[config.mk]
export PLATFORM = sky130hd
export DESIGN_NAME = mult4b_seq
export DESIGN_NICKNAME = d
export VERILOG_FILES = /design/src/rtl/mult4b_seq.sv
export SDC_FILE = /design/constraint.sdc
export NUM_CORES = 1
export LEC_CHECK = 0
export ABC_AREA = 1
export CORE_MARGIN = 2
export CORE_UTILIZATION = 50
export CTS_CLUSTER_SIZE = 30
export DETAILED_ROUTE_END_ITERATION = 16
export PLACE_DENSITY = 0.82
export SYNTH_ARGS = -nofsm -noshare
export SYNTH_HDL_FRONTEND = slang
export SYNTH_SLANG_ARGS = --single-unit
[constraint.sdc]
create_clock -name clk -period 5.77 [get_ports clk]
set_input_delay 0.577 -clock clk [delete_from_list [all_inputs] [get_ports clk]]
set_output_delay 0.577 -clock clk [all_outputs]
set_load 0.02 [all_outputs]
[src/rtl/mult4b_seq.sv]
// mult4b_seq: sequential 4x4 unsigned shift-and-add multiplier.
// One adder4b is time-shared over four add/shift steps, with operands and
// product exchanged over valid/ready handshakes.
// Optional build macro: MULT4B_SEQ_ZERO_SKIP_EN. When it is defined, a zero
// operand skips the RUN steps and the result appears one cycle after acceptance.

// Ripple-carry 4-bit adder, one full-adder cell per bit.
module adder4b (
    input  logic [3:0] a,
    input  logic [3:0] b,
    input  logic       cin,
    output logic [3:0] s,
    output logic       cout
);
    logic [4:0] carry;

    assign carry[0] = cin;

    genvar gi;
    generate
        for (gi = 0; gi < 4; gi++) begin : g_fa
            assign s[gi]         = a[gi] ^ b[gi] ^ carry[gi];
            assign carry[gi + 1] = (a[gi] & b[gi]) | (carry[gi] & (a[gi] ^ b[gi]));
        end
    endgenerate

    assign cout = carry[4];
endmodule

module mult4b_seq (
    input  logic       clk,
    input  logic       rst_n,
    input  logic       in_valid,
    output logic       in_ready,
    input  logic [3:0] a,
    input  logic [3:0] b,
    output logic       out_valid,
    input  logic       out_ready,
    output logic [7:0] p,
    output logic       busy
);
    typedef enum logic [1:0] {
        IDLE = 2'd0,
        RUN  = 2'd1,
        DONE = 2'd2
    } state_e;

    state_e     state_q, state_d;
    logic [3:0] mcand_q, mcand_d;
    logic [3:0] hi_q,    hi_d;
    logic [3:0] lo_q,    lo_d;
    logic [1:0] cnt_q,   cnt_d;

    // The only arithmetic resource: hi + mcand, carry-in tied low.
    logic [3:0] add_s;
    logic       add_cout;

    adder4b u_adder (
        .a    (hi_q),
        .b    (mcand_q),
        .cin  (1'b0),
        .s    (add_s),
        .cout (add_cout)
    );

    // A zero operand may shortcut straight to DONE with a zero product.
    logic zero_op;
`ifdef MULT4B_SEQ_ZERO_SKIP_EN
    assign zero_op = (a == 4'd0) || (b == 4'd0);
`else
    assign zero_op = 1'b0;
`endif

    // Per-step partial sum: add the multiplicand only when the current multiplier bit is set.
    logic       step_c;
    logic [3:0] step_sum;

    always_comb begin
        step_c   = 1'b0;
        step_sum = hi_q;
        if (lo_q[0]) begin
            step_c   = add_cout;
            step_sum = add_s;
        end
    end

    // Next-state and datapath update: load on acceptance, shift-add in RUN, wait in DONE.
    always_comb begin
        state_d = state_q;
        mcand_d = mcand_q;
        hi_d    = hi_q;
        lo_d    = lo_q;
        cnt_d   = cnt_q;
        case (state_q)
            IDLE: begin
                // in_ready is high throughout IDLE, so in_valid alone marks acceptance.
                if (in_valid) begin
                    mcand_d = a;
                    hi_d    = 4'd0;
                    lo_d    = b;
                    cnt_d   = 2'd0;
                    state_d = RUN;
                    if (zero_op) begin
                        lo_d    = 4'd0;
                        state_d = DONE;
                    end
                end
            end
            RUN: begin
                // Product register shifts right by one with the carry entering at the top.
                hi_d  = {step_c, step_sum[3:1]};
                lo_d  = {step_sum[0], lo_q[3:1]};
                cnt_d = cnt_q + 2'd1;   // wraps 3->0 on the final step
                if (cnt_q == 2'd3) begin
                    state_d = DONE;
                end
            end
            DONE: begin
                if (out_ready) begin
                    state_d = IDLE;
                end
            end
            default: begin
                state_d = IDLE;
            end
        endcase
    end

    // State and datapath registers; reset aborts any operation in flight.
    always_ff @(posedge clk or negedge rst_n) begin
        if (!rst_n) begin
            state_q <= IDLE;
            mcand_q <= 4'd0;
            hi_q    <= 4'd0;
            lo_q    <= 4'd0;
            cnt_q   <= 2'd0;
        end else begin
            state_q <= state_d;
            mcand_q <= mcand_d;
            hi_q    <= hi_d;
            lo_q    <= lo_d;
            cnt_q   <= cnt_d;
        end
    end

    // Handshake flags come from the state register only, so no input reaches an output combinationally.
    assign in_ready  = (state_q == IDLE);
    assign out_valid = (state_q == DONE);
    assign busy      = (state_q == RUN) || (state_q == DONE);
    assign p         = {hi_q, lo_q};
endmodule

; Word-level counts from Yosys, hierarchy flattened
; Index checks and enable logic that the tools add are counted.
[totals]
register_bits = 16
inputBits = 12
out_inout_bits = 11
elab_cells = 47
[classes]
n_addsub = 1
n_eq_ne = 6
muxes = 12
bitwise_logic = 17
reduce_logical = 6
[ops]
columns = cell, n
row1 = 4-bit case mux with 2 select lines, 2
row2 = 4-bit 2-to-1 mux, 3
row3 = 2-bit 2-to-1 mux, 4
row4 = 1-bit bitwise AND, 7
row5 = 1-bit bitwise XOR, 7
row6 = 2-bit case mux with 3 select lines, 1
row7 = "2-bit equality test, second input constant", 2
row8 = "2-bit inequality test, second input constant", 2
row9 = 2-bit case mux with 2 select lines, 1
row10 = 2-bit AND reduction, 2
row11 = 1-bit OR, 3
row12 = 3-bit AND reduction, 1
row13 = "2-bit by 1-bit adder with 2-bit output, second input constant", 1
row14 = "2-bit by 1-bit equality test with 1-bit output, second input constant", 1
row15 = 2-bit logical NOT, 1
row16 = "2-bit by 1-bit inequality test with 1-bit output, second input constant", 1
row17 = 2-bit nonzero test, 1
row18 = 1-bit logical OR, 1
row19 = 1-bit 2-to-1 mux, 1

; Depth between registers and ports, before layout
[depth]
ltp_word = 9
depth_mapped = 10
ltp_nobuf = 10

; By module
; From an unflattened synthesis, not the netlist that was laid out.
[hier_totals]
cells_unflattened = 121
area_unflattened_um2 = 967.2
[modules_own_cells]
columns = module, n_inst, cells_each, area_per_inst_um2, seq_area_each_um2
row1 = mult4b_seq, 1, 107, 849.6, 400.4
row2 = adder4b, 1, 14, 117.6, 0.0

; Worst setup path before layout
; Ideal clock, no wire load.
[synth_path]
kind = register -> register
startpoint = register hi_q[0]
endpoint = register hi_q[2]
setup_ns = 0.126
arrival_ns = 1.947
required_time_ns = 5.644
setup_slack_ns = 3.697
stages_incl_launch_ff = 11
path_buffers = 0
synth_period_minus_slack_ns = 2.073
cell_sequence = dfrtp_1 -> ha_1 -> inv_1 -> fa_1 -> inv_1 -> fa_1 -> fa_1 -> nand2_1 -> o21ai_0 -> nand2_1 -> o21ai_0
[synth_between]
elab_chain_cells = 8
[synth_rtl]
columns = element, line
row1 = "start, declared", 50  ; logic [3:0] hi_q, hi_d;
row2 = "start signal, assigned", 140  ; hi_q <= hi_d;
row3 = 1-bit bitwise AND (2 in a row), 23  ; assign carry[gi + 1] = (a[gi] & b[gi]) | (carry[gi] & (a[gi] ^ b[gi]));
row4 = 1-bit OR, 23
row5 = 1-bit bitwise AND, 23
row6 = 1-bit OR, 23
row7 = 1-bit bitwise XOR, 22  ; assign s[gi] = a[gi] ^ b[gi] ^ carry[gi];
row8 = 4-bit 2-to-1 mux, 81  ; if (lo_q[0]) begin
row9 = 4-bit case mux with 2 select lines, 94  ; case (state_q)
; No other way between the ends.
; A chain may end at the register's enable or synchronous reset.

; Worst setup path after layout
[layout_path]
startpoint = register state_q[0]
endpoint = output port in_ready
[layout_between]
elab_chain_cells = 1
[layout_rtl]
columns = element, line
row1 = "start, declared", 48  ; state_e state_q, state_d;
row2 = "start signal, assigned", 138  ; state_q <= state_d;
row3 = 2-bit logical NOT, 147  ; assign in_ready = (state_q == IDLE);
row4 = "end, declared", 34  ; output logic in_ready,
; No other way between the ends.

==> results.cfg <==
[die]
floorplan.rows = 15
starting_utilization_of_the_core_area_pct = 52.1
pin_count = 23
chipHeight_um = 46.2
coreArea_mm2 = 0.00171
die_area_mm2 = 0.00213
die_width_um = 46.2

[setup_path]
critPathKind = flop to output port
max_stage_delay_ns = 0.66
critical_path_peak_fanout = 8
worst_ep_arrival_time_ns = 1.75
timing.critical_path.required_ns = 5.19
cp_cell_sequence = inv_1 > ha_1 > clkdlybuf4s50_1
worst_path_max_delay_cell = sky130_fd_sc_hd__clkdlybuf4s50_1
critical_path.endpoint_type = output port
worstSetupStartpointType = flop

[sta]
final_cycle_share_pct = 40.4
timing.fmax_mhz = 429
rsz0062_at_grt = no
slew_at_the_pin_with_the_worst_max_slew_slack_ns = 0.719
final.hold.worst_slack_ns = 0.500
tns_ns = 0
worst_slew_slack_as_a_fraction_of_its_limit_pct = 51.9
min_period_ns = 2.33
clock-skew-final_ns = 0.00106
timing.final.max_slew_violations = 0
timing.final.hold_violations = 0
setup_viol_count_final = 0
postLayoutSetupSlackWorst_ns = 3.44

[clock_network]
htree_levels = 1
clock_insertion_delay_worst_skew_ns = 0.29
cts_clock_pin_slew_for_the_worst_setup_and_hold_paths_ns = 0.10
cts_post_setup_buffers_inserted = 0
post_cts_resized = 0
clockRootBuffer = sky130_fd_sc_hd__clkbuf_4
tritoncts = done
clock_sinks = 16
maximum_root_to_sink_buffer_count = 2
cts-hold-fix-buffers = 0
cts-buffers-inserted = 3

[logic_synthesis]
netlist-cell-type-count = 15
synth.yosys.warnings = 0
synth_nets = 127
syn_area_per_cell_um2 = 8.31
ys_ff_latch = 16
mappedNetlistArea_um2 = 890
postSynthCellCount = 107
yosysSeqAreaShare_pct = 45.0

[power_and_ir_drop]
p_int_mw = 0.336
comb_power_share_pct = 54.7
p_clk_share_pct = 12.6
max-vdd-ir-drop_mv = 0.320
switchingPower_mw = 0.271
power_frac_seq_pct = 32.7
post-layout-total-power_mw = 0.607
pwr_density_cell_mw_per_mm2 = 523
cellLeakagePower_nw = 0.576
power.share.switching_pct = 44.7

[place]
count_of_input_and_output_buffers = 22
place_inst = 152
detailedPlace.worstSlack_ns = 3.68
detailed_place_hpwl_mm = 1.39
gp_congestion = 0.773
placed_area_mm2 = 0.00112

[detailed_routing]
dr.first_iter.drc_count = 26
detailroute.wirelength.met3_um = 90
drc_errors = 0
antenna_left = 0
drt-total-wl_mm = 1.77
drt-vias-per-instance = 4.99
routed-wl-met2_um = 829
topRoutingLayerUsed = met4
via_count = 779
drt_met1_wl_um = 815
post_drt_wl_per_cell_um = 11.3
drt_pre_antenna_iters = 4

[outcome]
outcome = finished, final reports clean

[final_layout]
drive_above_1_share_pct = 5.34
final_cell_count_no_fill = 156
final_core_util_pct = 68.0
antennaDiodeCount = 0
layout.cells.most_common = sky130_fd_sc_hd__nand2_1
finish.net_count = 152
final_cell_area_mm2 = 0.00116
syn2layout_area_growth_pct = 30.5
layout.cells.most_common_list = 35 x sky130_fd_sc_hd__nand2_1, 22 x sky130_fd_sc_hd__clkdlybuf4s50_1, 17 x sky130_fd_sc_hd__inv_1
n_fill_cell = 147

[global_routing]
first_global_vias = 749
pin_count_of_the_biggest_net_entering_global_routing = 17
antenna_found_initial = 0
final_global_route_overflow_total = 0
first_pass_grt_wire_length_mm = 3.05
global_route_usage_sum_pct = 20.0

[run]
max_cap_viol = 0

[hold_path]
worstHoldPathType = flop to flop
==> power by group through the flow <==
stage	combinational (mW)	sequential [mW]	clock, mW
final	0.332	0.198	0.0766
after global routing	0.376	0.206	0.0799
after CTS	0.337	0.199	0.0753
after detailed placement	0.335	0.201	0
after global placement	0.324	0.199	0
after floorplan	0.207	0.215	0
==> final timing paths <==
kind	startpoint	to	slack, ns	cells after the start
worst max-delay path	state_q[0]$_DFFE_PN0P_	in_ready	3.44	3
worst min-delay path	mcand_q[0]$_DFFE_PN0P_	mcand_q[0]$_DFFE_PN0P_	0.50	2
worst max register to register	hi_q[0]$_DFFE_PN0P_	hi_q[2]$_DFFE_PN0P_	3.65	10
worst min register to register	mcand_q[0]$_DFFE_PN0P_	mcand_q[0]$_DFFE_PN0P_	0.50	2
max in group asynchronous	rst_n	mcand_q[3]$_DFFE_PN0P_	4.61	1
min in group asynchronous	rst_n	state_q[1]$_DFFE_PN0P_	0.70	1
==> flip-flops by register name (all words and copies together), names as in the netlist <==
signal and cells:
lo_q 4, mcand_q 4, state_q 2, cnt_q 2
hi_q 4
==> worst max-delay path, delay by kind of cell (launching register included) <==
| kind | cells | cell delay (ns) |
|---|---|---|
| adders and majority gates | 1 | 0.30 |
| buffers and inverters | 2 | 0.75 |
| DFF | 1 | 0.41 |
==> final cells by class <==
class	count	area [um2]	area share, %
multi-input cells	72	409	35.2
clock buffers	4	36.3	3.13
flip-flops and latches	16	400	34.5
repair buffers	22	220	19.0
inverters	17	63.8	5.50
well taps	25	31.3	2.69
==> Yosys cell counts <==
master	number	area, um2
sky130_fd_sc_hd__nand2_4	1	11.3
sky130_fd_sc_hd__nor2_1	4	15.0
sky130_fd_sc_hd__inv_1	17	63.8
sky130_fd_sc_hd__nand3_1	6	30.0
sky130_fd_sc_hd__ha_1	5	62.6
sky130_fd_sc_hd__o22ai_1	1	6.26
sky130_fd_sc_hd__a21oi_1	3	15.0
sky130_fd_sc_hd__o21ai_0	10	50.1
sky130_fd_sc_hd__fa_1	3	60.1
sky130_fd_sc_hd__or2_2	2	12.5
sky130_fd_sc_hd__buf_6	1	11.3
sky130_fd_sc_hd__buf_2	1	5.00
sky130_fd_sc_hd__nand2_1	35	131
sky130_fd_sc_hd__o211ai_1	2	15.0
sky130_fd_sc_hd__dfrtp_1	16	400
==> per-layer routing <==
metal,global-route usage (%),vias to the layer above
met5,0,-
met4,8.57,0
met3,2.75,5
met2,34.2,31
met1,24.8,364
li1,-,379
==> cell families (layout without fill, tap and decap cells) <==
logic type / after synthesis / count (layout) / share of synthesized area (%)
and+or+nand+nor: 48 / 48 / 22.5
buffers and inverters: 19 / 43 / 9.00
DFF: 16 / 16 / 45.0
adders and majority gates: 8 / 8 / 13.8
AOI/OAI and AO/OA: 16 / 16 / 9.70
Note: power is estimated with default switching activity, not from simulation.
